## src/rtl/first_phase_pipe.sv

```systemverilog
// First phase of an IEEE-754 add/sub: operand swap, effective-op and exponent-difference pipeline.
// Optional special-case detection is enabled by defining FIRST_PHASE_SPECIAL_CASE_EN.
module first_phase_pipe #(
    parameter  int W  = 32,
    localparam int EW = (W == 64) ? 11 : 8,
    localparam int MW = W - 1 - EW
) (
    input  logic          clk,
    input  logic          rst,
    input  logic          in_valid,
    output logic          in_ready,
    input  logic          add_subt,
    input  logic [W-1:0]  Data_X,
    input  logic [W-1:0]  Data_Y,
    output logic          out_valid,
    input  logic          out_ready,
    output logic [W-1:0]  DMP,
    output logic [W-1:0]  DmP,
    output logic [EW-1:0] exp_diff,
    output logic          eff_sub,
    output logic          swap,
    output logic [2:0]    spec_flags
);

    logic          vld_p1;
    logic          vld_p2;
    logic [W-1:0]  x_p1;
    logic [W-1:0]  y_p1;
    logic [W-1:0]  dmp_p2;
    logic [W-1:0]  dmin_p2;
    logic [EW-1:0] ediff_p2;
    logic          eff_p2;
    logic          swap_p2;

    logic          adv_p2;
    logic          adv_p1;
    logic [W-1:0]  y_in;
    logic          gt_p1;
    logic [W-1:0]  dmp_nxt;
    logic [W-1:0]  dmin_nxt;
    logic [EW-1:0] ediff_nxt;

    // Handshake: stage 2 frees when its result leaves; in_ready never looks at in_valid.
    assign adv_p2   = !vld_p2 || out_ready;
    assign adv_p1   = !vld_p1 || adv_p2;
    assign in_ready = adv_p1;

    assign y_in = {Data_Y[W-1] ^ add_subt, Data_Y[W-2:0]};

    // ---- stage 1: capture X and sign-adjusted Y ----
    always_ff @(posedge clk or negedge rst) begin
        if (!rst) begin
            vld_p1 <= 1'b0;
            x_p1   <= '0;
            y_p1   <= '0;
        end else if (adv_p1) begin
            vld_p1 <= in_valid;
            if (in_valid) begin
                x_p1 <= Data_X;
                y_p1 <= y_in;
            end
        end
    end

    // Equal magnitudes resolve to Y' as the larger operand.
    assign gt_p1     = x_p1[W-2:0] > y_p1[W-2:0];
    assign dmp_nxt   = gt_p1 ? x_p1 : y_p1;
    assign dmin_nxt  = gt_p1 ? y_p1 : x_p1;
    assign ediff_nxt = dmp_nxt[W-2:MW] - dmin_nxt[W-2:MW];

    // ---- stage 2: ordered operands and derived fields ----
    always_ff @(posedge clk or negedge rst) begin
        if (!rst) begin
            vld_p2   <= 1'b0;
            dmp_p2   <= '0;
            dmin_p2  <= '0;
            ediff_p2 <= '0;
            eff_p2   <= 1'b0;
            swap_p2  <= 1'b0;
        end else if (adv_p2) begin
            vld_p2 <= vld_p1;
            if (vld_p1) begin
                dmp_p2   <= dmp_nxt;
                dmin_p2  <= dmin_nxt;
                ediff_p2 <= ediff_nxt;
                eff_p2   <= x_p1[W-1] ^ y_p1[W-1];
                swap_p2  <= !gt_p1;
            end
        end
    end

`ifdef FIRST_PHASE_SPECIAL_CASE_EN
    function automatic logic is_nan(input logic [W-1:0] v);
        return (v[W-2:MW] == {EW{1'b1}}) && (v[MW-1:0] != '0);
    endfunction

    function automatic logic is_inf(input logic [W-1:0] v);
        return (v[W-2:MW] == {EW{1'b1}}) && (v[MW-1:0] == '0);
    endfunction

    function automatic logic is_zero(input logic [W-1:0] v);
        return v[W-2:0] == '0;
    endfunction

    logic       nan_p1;
    logic       inf_p1;
    logic       zero_p1;
    logic [2:0] flags_p2;

    // Inf minus inf of like magnitude is the invalid case folded into nan.
    assign nan_p1  = is_nan(x_p1) || is_nan(y_p1) ||
                     (is_inf(x_p1) && is_inf(y_p1) && (x_p1[W-1] ^ y_p1[W-1]));
    assign inf_p1  = !nan_p1 && (is_inf(x_p1) || is_inf(y_p1));
    assign zero_p1 = is_zero(x_p1) && is_zero(y_p1);

    always_ff @(posedge clk or negedge rst) begin
        if (!rst) begin
            flags_p2 <= 3'b000;
        end else if (adv_p2 && vld_p1) begin
            flags_p2 <= {nan_p1, inf_p1, zero_p1};
        end
    end

    assign spec_flags = flags_p2;
`else
    assign spec_flags = 3'b000;
`endif

    assign out_valid = vld_p2;
    assign DMP       = dmp_p2;
    assign DmP       = dmin_p2;
    assign exp_diff  = ediff_p2;
    assign eff_sub   = eff_p2;
    assign swap      = swap_p2;

endmodule

```

## config.mk

```make
export PLATFORM = sky130hd
export DESIGN_NAME = first_phase_pipe
export DESIGN_NICKNAME = d
export VERILOG_FILES = /design/src/rtl/first_phase_pipe.sv
export SDC_FILE = /design/constraint.sdc
export NUM_CORES = 1
export LEC_CHECK = 0
export CAP_MARGIN = 40
export CORE_MARGIN = 5
export CORE_UTILIZATION = 50
export DETAILED_ROUTE_END_ITERATION = 10
export HOLD_SLACK_MARGIN = 0.1
export PLACE_DENSITY = 0.78
export RECOVER_POWER = 25
export SKIP_CTS_REPAIR_TIMING = 1
export SYNTH_ARGS = -nofsm -noshare
export SYNTH_HDL_FRONTEND = slang
export SYNTH_SLANG_ARGS = --single-unit
export TNS_END_PERCENT = 20
```

## constraint.sdc

```tcl
create_clock -name clk -period 3.65 [get_ports clk]
set_clock_uncertainty 0.05 [all_clocks]
set_input_delay 1.095 -clock clk [delete_from_list [all_inputs] [get_ports clk]]
set_output_delay 1.095 -clock clk [all_outputs]
set_load 0.005 [all_outputs]
```

==> metrics.txt, run 1 <==
Max VDD drop 0.0004022 V; Synth area leader dfrtp_1; root buffer cell clkbuf_16; Initial Util 0.5158; Syn Area/Cell 10.35 sq um; status finished, violations left; n_diodes 0; H-tree levels 4; Post-Synthesis Cells 665; clk sinks 140; final setup fails 0; RSZ-0062 raised after global routing no; DRT antenna net count 0; num rows 42; Die H 127.4 um; I/O pin total 148; Slew @ Worst Pin 1.504 ns; vias in the first global route 5477; Max Slew Vio Count 61; clk buf depth 2; Clock Pin Slew Worst Setup and Hold Paths 0.06 ns; Relative slew margins -0.002338; Area Growth Syn to Fin 31.71%; initial antenna violation count 0; Fill cells 1029; Mapped Area 6885 sq um; Unique masters post-synth 45; vias per std cell 5.308; fin crit period 3.412 ns; Leakage 4.135 nW; Post-Layout Inst Area 9069 sq um; clock tree from TritonCTS done; WL/cell 16.49 um; global-route wire length before repair 27320 um; via count 5239; Post-layout nets 899; pwr dens 663.0 nW/um^2; PortBufs 144; top cell type's share of synthesized area 0.5088; WS Path Type reg -> reg; Worst setup EP type register; register area share after synthesis 0.5088; die area 16220 sq um; Total Neg Setup Slack 0 ns; DRC viols 0; Worst Path Max Fanout 16; max-cap viol count 1; Final Hold Viols 0; FF+latch count, synth 140; grt ovf 0; failing checks max-capacitance violations, max-slew violations; Initial DRT Pass Iterations 4; most frequent cells in the layout clkdlybuf4s50_1, dfrtp_1, nand2_1; dpl cell area 8502 sq um; largest net degree at the start of global routing 66; worst skew pair latency 0.42 ns; hpwl dp 11540 um; reg-to-reg slack, setup 0.24 ns; layout cells sized above 1 0.1430; final worst-path cycle share 0.9349; commonest non-fill, non-tap cell in the layout clkdlybuf4s50_1; Setup crit start kind register; width of the die 127.4 um; ys flop type dfrtp_1; DRT iter0 DRCs 326; most area-consuming cells after synthesis dfrtp_1, mux2_2, ha_1; final RePlAce weighted congestion 0.8406; synth warn 0; Async SR Flop Fraction 1.000; routed wire length 16280 um; WP data required 3.95 ns; Worst Hold Class reg -> reg; Inserted Clock Buffers 17; Arr. time, crit path 3.71 ns; CORE AREA 13350 sq um; Total GRT Usage 0.2085; FMAX 293.1 MHz; Post-synth EDFFs 0
critical path, cell delays in order (launching register included):
cell,delay (ns)
dfrtp_1,0.40
inv_1,0.09
ha_1,0.38
a21oi_2,0.22
o221ai_1,0.15
or4_1,0.54
nand3_4,0.21
buf_6,0.22
mux2i_4,0.28
nand2_1,0.12
o211ai_2,0.12
or4b_1,0.46
nand3b_1,0.10
where the power goes:
group / leakage [nW] / internal [mW] / switching (mW) / total (mW)
clock: 0.277 / 1.03 / 0.613 / 1.64
sequential: 1.68 / 1.96 / 0.294 / 2.26
combinational: 2.18 / 1.15 / 0.961 / 2.11
total: 4.14 / 4.15 / 1.87 / 6.01
through the flow:
step                cells  worst slack, ns  hold WS (ns)  utilization  power (mW)
global placement      956           0.2794        0.4101       0.6370       4.300
floorplan             667           0.6937        0.4199            -       3.337
detailed placement    956          0.07131        0.4218       0.6370       4.382
global route          987          0.05249        0.4530       0.6794       6.409
finish                987           0.2376        0.4318       0.6794       6.013
CTS                   987          0.06121        0.4355       0.6789       6.062
kinds of logic after synthesis:
logic type / after synthesis / share of synthesized area
compound gates: 137 / 0.1103
xor+xnor: 7 / 0.008904
simple gates: 173 / 0.1112
flops: 140 / 0.5088
fa+ha+maj: 31 / 0.05633
other cells: 1 / 0.0005446
mux: 101 / 0.1585
buf+inv: 75 / 0.04543
metal layers:
layer	global-route usage	routed length, um	up-vias	part of all wire
met5	0	0	-	0
met4	0.05615	210	0	0.013
met3	0.05760	985	16	0.061
met2	0.3413	7966	147	0.49
met1	0.2744	7113	2519	0.44
li1	-	-	2557	-
sequential cells by signal (all words and copies together) (netlist names):
| signal | cells |
|---|---|
| DMP | 32 |
| DmP | 32 |
| eff_sub | 1 |
| exp_diff | 8 |
| out_valid | 1 |
| swap | 1 |
| vld_p1 | 1 |
| x_p1 | 32 |
| y_p1 | 32 |
area by class of cell:
cell class,count,area (sq um),area share
well taps,176,220.2,0.02428
inverters,35,131.4,0.01449
repair buffers,153,1530,0.1687
clock buffers,23,467.9,0.05160
clock inverters,8,92.59,0.01021
flip-flops and latches,140,3505,0.3865
multi-input cells,452,3122,0.3442
final timing paths:
path,cells after the start,endpoint,from
worst min-delay path,2,DmP[0]$_DFFE_PN0P_,DmP[0]$_DFFE_PN0P_
worst max-delay path,12,exp_diff[6]$_DFFE_PN0P_,y_p1[26]$_DFFE_PN0P_
min in group asynchronous,1,DmP[27]$_DFFE_PN0P_,rst
max in group asynchronous,2,DmP[6]$_DFFE_PN0P_,rst
worst min register to register,2,DmP[0]$_DFFE_PN0P_,DmP[0]$_DFFE_PN0P_
worst max register to register,12,exp_diff[6]$_DFFE_PN0P_,y_p1[26]$_DFFE_PN0P_
cells in the mapped netlist (all sizes together), types with 2 or more instances:
master  instances
dfrtp         140
nand2          93
o21ai          78
mux2           64
a21oi          44
nor2           38
mux2i          37
inv            35
ha             31
clkbuf         26
buf            14
nand4           8
nand2b          7
nor3            7
nand3           6
xnor2           6
a31oi           3
and2            3
nand3b          3
a211oi          2
a221oi          2
nor4            2
or3             2
or4             2
No activity file was read; power rests on OpenSTA's default activity.
==> inputs of run 2 (changes only) <==
--- a/config.mk
+++ b/config.mk
@@ -8,6 +8,7 @@
 export CAP_MARGIN = 40
 export CORE_MARGIN = 5
 export CORE_UTILIZATION = 50
+export CTS_CLUSTER_SIZE = 20
 export DETAILED_ROUTE_END_ITERATION = 10
 export HOLD_SLACK_MARGIN = 0.1
 export PLACE_DENSITY = 0.78
==> results of run 2 <==
Final layout, timing and power as in run 1 (identical DEF).
==> inputs of run 3 (changes only) <==
--- a/config.mk
+++ b/config.mk
@@ -14,6 +14,7 @@
 export PLACE_DENSITY = 0.78
 export RECOVER_POWER = 25
 export SKIP_CTS_REPAIR_TIMING = 1
+export SLEW_MARGIN = 20
 export SYNTH_ARGS = -nofsm -noshare
 export SYNTH_HDL_FRONTEND = slang
 export SYNTH_SLANG_ARGS = --single-unit
==> constraint.sdc (replaced) <==
create_clock -name clk -period 3.65 [get_ports clk]
set_clock_uncertainty 0.05 [all_clocks]
set_input_delay 0.5475 -clock clk [delete_from_list [all_inputs] [get_ports clk]]
set_output_delay 0.5475 -clock clk [all_outputs]
set_load 0.005 [all_outputs]
==> metrics.txt, run 3 (synthesis gave the netlist of run 1 again) <==
I/O pin total 148 (unchanged); layout cells sized above 1 0.1390 (was 0.1430); Max VDD drop 0.0004357 V (was 0.0004022 V); Area Growth Syn to Fin 33.05% (was 31.71%); fin crit period 3.412 ns (about the same); H-tree levels 4 (unchanged); WS Path Type reg -> reg (unchanged); Max Slew Vio Count 0 (was 61); Arr. time, crit path 3.71 ns (about the same); initial antenna violation count 0 (unchanged); reg-to-reg slack, setup 0.24 ns (about the same); Relative slew margins 0.1268 (was -0.002338); Hold Path Origin DMP[20]$_DFFE_PN0P_ (was DmP[0]$_DFFE_PN0P_); clk buf depth 2 (unchanged); worst skew pair latency 0.43 ns (was 0.42 ns); Setup crit start kind register (unchanged); reg2reg start y_p1[28]$_DFFE_PN0P_ (was y_p1[26]$_DFFE_PN0P_); status complete, no violations (was finished, violations left); WL/cell 16.67 um (was 16.49 um); hpwl dp 11530 um (was 11540 um); Inst Count DP 955 (was 956); n_diodes 0 (unchanged); Worst setup EP type register (unchanged); Leakage 4.181 nW (was 4.135 nW); Post-layout nets 900 (was 899); reg2reg end exp_diff[6]$_DFFE_PN0P_ (unchanged); Fill cells 1022 (was 1029); Worst Path Max Fanout 13 (was 16); clock tree from TritonCTS done (unchanged); routed wire length 16480 um (was 16280 um); Die H 127.4 um (unchanged); num rows 42 (unchanged); Clock Pin Slew Worst Setup and Hold Paths 0.06 ns (about the same); Reg2Reg Depth 12 (unchanged); multi-input logic area 3099 sq um (was 3122 sq um); WP data required 3.95 ns (about the same); CORE AREA 13350 sq um (unchanged); grt ovf 0 (unchanged); final RePlAce weighted congestion 0.8453 (was 0.8406); DRT iter0 DRCs 251 (was 326); DRT antenna net count 0 (unchanged); Min-Delay Path Depth 2 (unchanged); Final Hold Viols 0 (unchanged); commonest non-fill, non-tap cell in the layout clkdlybuf4s50_1 (unchanged); root buffer cell clkbuf_16 (unchanged); die area 16220 sq um (unchanged); Total GRT Usage 0.2080 (was 0.2085); width of the die 127.4 um (unchanged); Hold Path End DMP[20]$_DFFE_PN0P_ (was DmP[0]$_DFFE_PN0P_); Inserted Clock Buffers 17 (unchanged); post-route insts no fill 989 (was 987); final setup fails 0 (unchanged); pwr dens 687.3 nW/um^2 (was 663.0 nW/um^2); DRC viols 0 (unchanged); Initial DRT Pass Iterations 5 (was 4); vias in the first global route 5563 (was 5477); Slew @ Worst Pin 1.310 ns (was 1.504 ns); clk sinks 140 (unchanged); largest net degree at the start of global routing 89 (was 66); Worst Hold Class reg -> reg (unchanged); via count 5314 (was 5239); PortBufs 144 (unchanged); most frequent cells in the layout clkdlybuf4s50_1, dfrtp_1, nand2_1 (unchanged); Total Neg Setup Slack 0 ns (unchanged); global-route wire length before repair 26880 um (was 27320 um); FMAX 293.1 MHz (about the same); max-cap viol count 0 (was 1); vias per std cell 5.373 (was 5.308); Storage cell area 3503 sq um (was 3505 sq um); final worst-path cycle share 0.9348 (was 0.9349); RSZ-0062 raised after global routing no (unchanged); Initial Util 0.5158 (unchanged)
[run 3: changes by cell type in the layout (fill, tap and decap cells not counted), sizes merged]
cell / previous run / this run
inv: 35 / 36
clkinvlp: 1 / 2
clkdlybuf4s50: 143 / 142
bufinv: 2 / 6
buf: 9 / 8
dlygate4sd3: 0 / 2
clkbuf: 24 / 23
clkinv: 5 / 2
[run 3: routing by layer]
layer / global-route usage / vias to the layer above / wire [um]
met5: 0 / - / 0
met3: 0.06386 / 24 / 1095
met1: 0.2560 / 2568 / 6922
met4: 0.06877 / 0 / 265
met2: 0.3496 / 170 / 8199
li1: - / 2552 / -
[run 3: layout make-up]
type | count | share of cell area
clock inverters | 11 | 0.02335
well taps | 176 | 0.02404
repair buffers | 154 | 0.1684
clock buffers | 21 | 0.04917
flip-flops and latches | 140 | 0.3824
multi-input cells | 452 | 0.3383
inverters | 35 | 0.01434
[run 3: worst max-delay path by stage]
stage,startpoint,to,slack [ns]
2_1_floorplan,y_p1[28]$_DFFE_PN0P_,exp_diff[6]$_DFFE_PN0P_,0.69
3_3_place_gp,x_p1[20]$_DFFE_PN0P_,exp_diff[7]$_DFFE_PN0P_,0.35
3_5_place_dp,x_p1[20]$_DFFE_PN0P_,exp_diff[7]$_DFFE_PN0P_,0.27
4_1_cts,y_p1[28]$_DFFE_PN0P_,exp_diff[7]$_DFFE_PN0P_,0.25
5_1_grt,x_p1[20]$_DFFE_PN0P_,exp_diff[6]$_DFFE_PN0P_,0.02
6_report,y_p1[28]$_DFFE_PN0P_,exp_diff[6]$_DFFE_PN0P_,0.24
[run 3: worst max-delay path, stage by stage (launching register included)]
cell,delay [ns]
dfrtp_1,0.46
inv_1,0.09
ha_1,0.39
nand3_1,0.14
o221ai_1,0.15
or4_1,0.55
nand3_4,0.15
buf_4,0.24
mux2i_1,0.34
nand2_1,0.12
o211ai_2,0.11
or4b_1,0.45
nand3b_1,0.10
[run 3: through the flow]
step / setup slack [ns] / util / power (mW) / hold slack [ns] / instance area [sq um]
finish: 0.2380 / 0.6864 / 6.297 / 0.4240 / 9161
global route: 0.01860 / 0.6864 / 6.668 / 0.4503 / 9161
CTS: 0.2527 / 0.6852 / 6.355 / 0.1642 / 9146
detailed placement: 0.2656 / 0.6355 / 4.378 / 0.4187 / 8482
global placement: 0.3527 / 0.6355 / 4.293 / 0.4129 / 8482
floorplan: 0.6937 / - / 3.337 / 0.2019 / 6893
[run 3: where the power goes]
part	switching, mW	internal (mW)	total [mW]
Combinational	0.949	1.14	2.09
Sequential	0.299	1.96	2.26
Clock	0.648	1.30	1.95
Total	1.90	4.40	6.30
